[config.mk]
export PLATFORM = sky130hd
export DESIGN_NAME = xbar_rr_sched
export DESIGN_NICKNAME = d
export VERILOG_FILES = /design/src/rtl/xbar_rr_sched.sv
export SDC_FILE = /design/constraint.sdc
export NUM_CORES = 1
export LEC_CHECK = 0
export ABC_CLOCK_PERIOD_IN_PS = 4200
export BUFFER_PORTS_ARGS = -buffer_cell sky130_fd_sc_hd__buf_4
export CORE_UTILIZATION = 33
export CTS_BUF_LIST = sky130_fd_sc_hd__clkbuf_8
export CTS_CLUSTER_SIZE = 28
export DETAILED_ROUTE_END_ITERATION = 8
export PLACE_DENSITY = 0.62
export SLEW_MARGIN = 20
export SYNTH_ARGS = -nofsm -noshare
export SYNTH_HDL_FRONTEND = slang
export SYNTH_SLANG_ARGS = --single-unit
[constraint.sdc]
create_clock -name clk_i -period 4.2 [get_ports clk_i]
set_clock_uncertainty 0.15 [all_clocks]
set_input_delay 1.05 -clock clk_i [delete_from_list [all_inputs] [get_ports clk_i]]
set_output_delay 1.05 -clock clk_i [all_outputs]
set_load 0.005 [all_outputs]
[src/rtl/xbar_rr_sched.sv]
// Round-robin transmit scheduler: four requesters share one crossbar write bus, gated by per-destination credits.
// Optional per-requester grant counters are enabled with `define XBAR_SCHED_STATS_EN.
module xbar_rr_sched #(
    parameter int AW_DEV = 2,
    parameter int DW     = 4,
    parameter int DEPTH  = 2,
    parameter int N_DEV  = 1 << AW_DEV
) (
    input  logic                       clk_i,
    input  logic                       rst_i,
    input  logic [3:0]                 validtx_i,
    input  logic [4*AW_DEV-1:0]        adr_i,
    input  logic [4*DW-1:0]            dat_i,
    output logic [3:0]                 acktx_o,
    output logic [N_DEV-1:0]           int_wen_o,
    output logic [DW-1:0]              int_dat_o,
    input  logic [N_DEV-1:0]           credit_ret_i,
    output logic [N_DEV*(DEPTH+1)-1:0] credit_o,
    output logic                       err_o
`ifdef XBAR_SCHED_STATS_EN
    ,
    input  logic                       stats_clr_i,
    output logic [4*8-1:0]             grant_cnt_o
`endif
);

    localparam int CW = DEPTH + 1;
    localparam logic [CW-1:0] CRED_MAX = CW'(1 << DEPTH);

    logic [3:0]                ack_q, ack_d;
    logic [N_DEV-1:0]          wen_q, wen_d;
    logic [DW-1:0]             dat_q, dat_d;
    logic [1:0]                ptr_q, ptr_d;
    logic                      err_q, err_d;

    logic [N_DEV-1:0][CW-1:0]  cred_all;
    logic [N_DEV-1:0]          ovf;
    logic [3:0]                elig;
    logic                      win_vld;
    logic [1:0]                win_idx;
    logic [1:0]                scan_idx;
    logic [AW_DEV-1:0]         win_adr;

    // The ack mask keeps a requester from being granted twice while it reacts to its ack.
    generate
        for (genvar gi = 0; gi < 4; gi++) begin : gen_elig
            assign elig[gi] = validtx_i[gi] && !ack_q[gi]
                              && (cred_all[adr_i[gi*AW_DEV +: AW_DEV]] != '0);
        end
    endgenerate

    // Scan farthest-first so the entry nearest the pointer is the last to overwrite.
    always_comb begin
        win_vld  = 1'b0;
        win_idx  = '0;
        scan_idx = '0;
        for (int i = 3; i >= 0; i--) begin
            scan_idx = ptr_q + 2'(i);
            if (elig[scan_idx]) begin
                win_vld = 1'b1;
                win_idx = scan_idx;
            end
        end
    end

    assign win_adr = adr_i[win_idx*AW_DEV +: AW_DEV];

    always_comb begin
        ack_d = '0;
        wen_d = '0;
        dat_d = dat_q;
        ptr_d = ptr_q;
        err_d = err_q | (|ovf);
        if (win_vld) begin
            ack_d = 4'(1) << win_idx;
            wen_d = N_DEV'(1) << win_adr;
            dat_d = dat_i[win_idx*DW +: DW];
            ptr_d = win_idx + 2'd1;
        end
    end

    always_ff @(posedge clk_i or negedge rst_i) begin
        if (!rst_i) begin
            ack_q <= '0;
            wen_q <= '0;
            dat_q <= '0;
            ptr_q <= '0;
            err_q <= 1'b0;
        end else begin
            ack_q <= ack_d;
            wen_q <= wen_d;
            dat_q <= dat_d;
            ptr_q <= ptr_d;
            err_q <= err_d;
        end
    end

    // A return and an issue to the same destination cancel; a return at full credit saturates and flags.
    generate
        for (genvar gi = 0; gi < N_DEV; gi++) begin : gen_cred
            logic [CW-1:0] cred_q, cred_d;

            assign ovf[gi] = credit_ret_i[gi] && !wen_d[gi] && (cred_q == CRED_MAX);

            always_comb begin
                cred_d = cred_q;
                case ({credit_ret_i[gi], wen_d[gi]})
                    2'b10:   if (cred_q != CRED_MAX) cred_d = cred_q + 1'b1;
                    2'b01:   cred_d = cred_q - 1'b1;
                    default: cred_d = cred_q;
                endcase
            end

            always_ff @(posedge clk_i or negedge rst_i) begin
                if (!rst_i) cred_q <= CRED_MAX;
                else        cred_q <= cred_d;
            end

            assign cred_all[gi]          = cred_q;
            assign credit_o[gi*CW +: CW] = cred_q;
        end
    endgenerate

`ifdef XBAR_SCHED_STATS_EN
    generate
        for (genvar gi = 0; gi < 4; gi++) begin : gen_stats
            logic [7:0] cnt_q, cnt_d;

            always_comb begin
                cnt_d = cnt_q;
                if (stats_clr_i)                      cnt_d = '0;
                else if (ack_d[gi] && cnt_q != 8'hFF) cnt_d = cnt_q + 8'd1;
            end

            always_ff @(posedge clk_i or negedge rst_i) begin
                if (!rst_i) cnt_q <= '0;
                else        cnt_q <= cnt_d;
            end

            assign grant_cnt_o[gi*8 +: 8] = cnt_q;
        end
    endgenerate
`endif

    assign acktx_o   = ack_q;
    assign int_wen_o = wen_q;
    assign int_dat_o = dat_q;
    assign err_o     = err_q;

endmodule

==> flow_summary.json <==
{
  "outcome": "finished, violations left",
  "violations": "design-rule violations",
  "grt_pass1_wl_mm": 9.63,
  "setup_viol": 0,
  "wirelength_mm": 5.51,
  "n_fill_cell": 650,
  "yosysTopAreaCell": "dfrtp_1",
  "placement_rows": 29,
  "area_growth_pct": 29.2,
  "slowest_stage": "and3_1",
  "gp_congestion": 0.884,
  "path_cells": "buf_4 -> mux2_2 -> o41ai_4 -> o21bai_1 -> and3_1 -> inv_8 -> mux2i_4 -> nor2_2 -> nand2_1 -> fa_1 -> inv_1 -> nand2_1 -> o311ai_1 -> o311ai_1",
  "cpPeakStageDelay_ns": 0.37,
  "slew_headroom_pct": 72.6,
  "antenna_found_initial": 0,
  "grt_max_degree": 28,
  "final_max_slew_viol_count": 0,
  "max_freq_mhz": 254,
  "r2r-end": "gen_cred[3].cred_q[2]$_DFFE_PN1P_",
  "netlist_top_cells_count": "27 x nand2_1, 23 x dfrtp_1, 18 x inv_1",
  "cts_buffers": 3,
  "grt_usage_pct": 16.7,
  "port_buffers": 58,
  "synth_cell_type_count": 63,
  "dieArea_um2": 7040,
  "ys_async_sr_fraction_pct": 100,
  "start_kind": "input port",
  "place_area_um2": 2800,
  "fin_crit_ns": 3.94,
  "die_w_um": 83.9,
  "ys_warn_count": 0,
  "post_drt_wl_per_cell_um": 14.1,
  "path_depth": 14,
  "dr.pass1.iters": 6,
  "finalSetupTns_ns": 0,
  "netlist_instances": 246,
  "ios": 59,
  "postCtsHoldBufs": 0,
  "path_clk_slew_ns": 0.10,
  "tightest_slew_ns": 0.408,
  "crit_path_end": "gen_cred[3].cred_q[2]$_DFFE_PN1P_",
  "synth_ff_type": "dfrtp_1",
  "cp_data_required_time_ns": 4.25,
  "synth_area_um2": 2210,
  "r2r_start": "gen_cred[1].cred_q[0]$_DFFE_PN0P_",
  "place.detailed.hpwl_mm": 4.36,
  "synth_edf_count": 0,
  "clock_sinks": 27,
  "vias_per_cell": 5.35,
  "grt_pass1_vias": 2072,
  "core_um2": 6420,
  "min_path_type": "reg -> reg",
  "cp-startpoint": "adr_i[2]",
  "vias": 2091,
  "setup_ws_ns": 0.259,
  "crit_type": "in -> reg",
  "yosys.cell_count.top_type": "nand2_1",
  "htreeDepth": 1,
  "crit_fanout": 9,
  "cts_tree": "built",
  "syn-num-nets": 288,
  "cts.path.max_buffers": 2,
  "path_buf_inv": 3,
  "yosys_register_bits": 27,
  "cts_setup_buffers": 0,
  "layout.nets": 357,
  "fin_crit_sh_pct": 93.8,
  "root_buffer": "clkbuf_8",
  "design_area_um2": 2860,
  "synth_seq_area_share_pct": 30.8,
  "r2r_slack_ns": 0.41,
  "synth_top_area_share_pct": 26.0,
  "initial_core_util_pct": 34.4,
  "finalHoldViolCount": 0,
  "rsz0062_at_grt": "no",
  "instances_no_fill": 391,
  "route.detailed.drc": 8,
  "dp.cells": 387,
  "n_antenna_cell": 0,
  "place_ws_ns": -0.0811,
  "syn-mean-instance-area_um2": 8.99,
  "global_route.overflow_total": 0,
  "drive_above_1_share_pct": 34.4,
  "r2r_cells": 14,
  "worstPathArrival_ns": 3.99,
  "irDropWorstVdd_mv": 0.257,
  "crit_family": "compound AO/OA/AOI/OAI gates",
  "synthTopCellsByArea": "dfrtp_1 26%, dfstp_2 4.8%, nand2_1 4.6%, fa_1 3.6%, o21ai_0 3.4%",
  "p_leak_nw": 1.29,
  "maxCapViolCount": 0,
  "end_kind": "register",
  "antenna_left": 0,
  "p_per_area_nw_per_um2": 788,
  "insertion_delay_ns": 0.28,
  "drt_iter0_markers": 115,
  "die_h_um": 83.9
}
through the flow:
stage                     hold slack (ns)  util, %  total power, mW
final                               0.368     44.5             2.25
after global routing                0.385     44.5             2.47
after CTS                           0.379     44.3             2.26
after detailed placement            0.357     43.6             2.10
after global placement              0.342     43.6             2.07
after floorplan                     0.335        -             1.59
power by group:
group,leakage (nW),internal (mW),switching [mW]
Combinational,0.948,0.766,0.767
Sequential,0.320,0.405,0.161
Clock,0.0269,0.0657,0.0864
Total,1.29,1.24,1.01
routing by layer:
metal	track usage [%]	up-vias	part of all wire [%]
met5	0	-	0
met4	5.96	0	1.1
li1	-	1041	-
met1	22.9	1000	47
met3	1.98	4	4.5
met2	27.1	46	47
cell usage in the layout (no fill, tap or decap), types with 4 or more instances in the layout:
cell,instances
nand2b_1,8
and3_1,8
nand2_1,27
nor2b_1,5
buf_4,71
dfrtp_1,23
a21oi_1,10
dfstp_2,4
nand3_1,5
xnor2_1,4
o211ai_1,9
fa_1,4
ha_1,4
mux2i_1,5
o21ai_0,15
inv_1,19
nor4_1,5
nor2_1,11
nor3_2,4
mux2_2,6
a31oi_1,6
tightest hold or removal path: stages (launching register included):
cell      delay, ns
dfrtp_1        0.36
a41oi_1        0.05
nand3b_1       0.07
flip-flops by register name (all words and copies together), names as in the netlist:
register	count
acktx_o	4
err_o	1
gen_cred.cred_q	12
int_dat_o	4
int_wen_o	4
ptr_q	2
cells by family (layout without fill, tap and decap cells):
| kind of cell | Yosys count | in the layout | share of synthesized area, % |
|---|---|---|---|
| compound gates | 69 | 69 | 22.7 |
| mux | 15 | 15 | 9.05 |
| fa+ha+maj | 8 | 8 | 5.88 |
| xor+xnor | 4 | 4 | 1.58 |
| simple gates | 95 | 95 | 24.1 |
| flops | 27 | 27 | 30.8 |
| buf+inv | 28 | 96 | 5.88 |
what timing repair did:
item	in CTS	in global routing
endpoints found under the setup margin	0	4
endpoints found under the hold margin	0	0
resized for setup	0	2
worst min path at each step:
stage	from	end	slack, ns	cells past startpoint
CTS	int_dat_o[0]$_DFFE_PN0P_	int_dat_o[0]$_DFFE_PN0P_	0.38	1
global placement	int_dat_o[2]$_DFFE_PN0P_	int_dat_o[2]$_DFFE_PN0P_	0.34	1
detailed placement	int_dat_o[0]$_DFFE_PN0P_	int_dat_o[0]$_DFFE_PN0P_	0.36	1
floorplan	err_o$_DFF_PN0_	err_o$_DFF_PN0_	0.34	2
finish	err_o$_DFF_PN0_	err_o$_DFF_PN0_	0.37	2
global route	int_dat_o[2]$_DFFE_PN0P_	int_dat_o[2]$_DFFE_PN0P_	0.39	1
cell type report:
| class | instances | area (um^2) | area share [%] |
|---|---|---|---|
| timing repair buffer | 71 | 533 | 18.7 |
| sequential | 27 | 681 | 23.8 |
| inverter | 21 | 86.3 | 3.02 |
| clock inverter | 1 | 3.75 | 0.131 |
| multi-input combinational | 191 | 1420 | 49.6 |
| tap | 77 | 96.3 | 3.37 |
| clock buffer | 3 | 41.3 | 1.44 |
(Power assumes the default switching activity.)
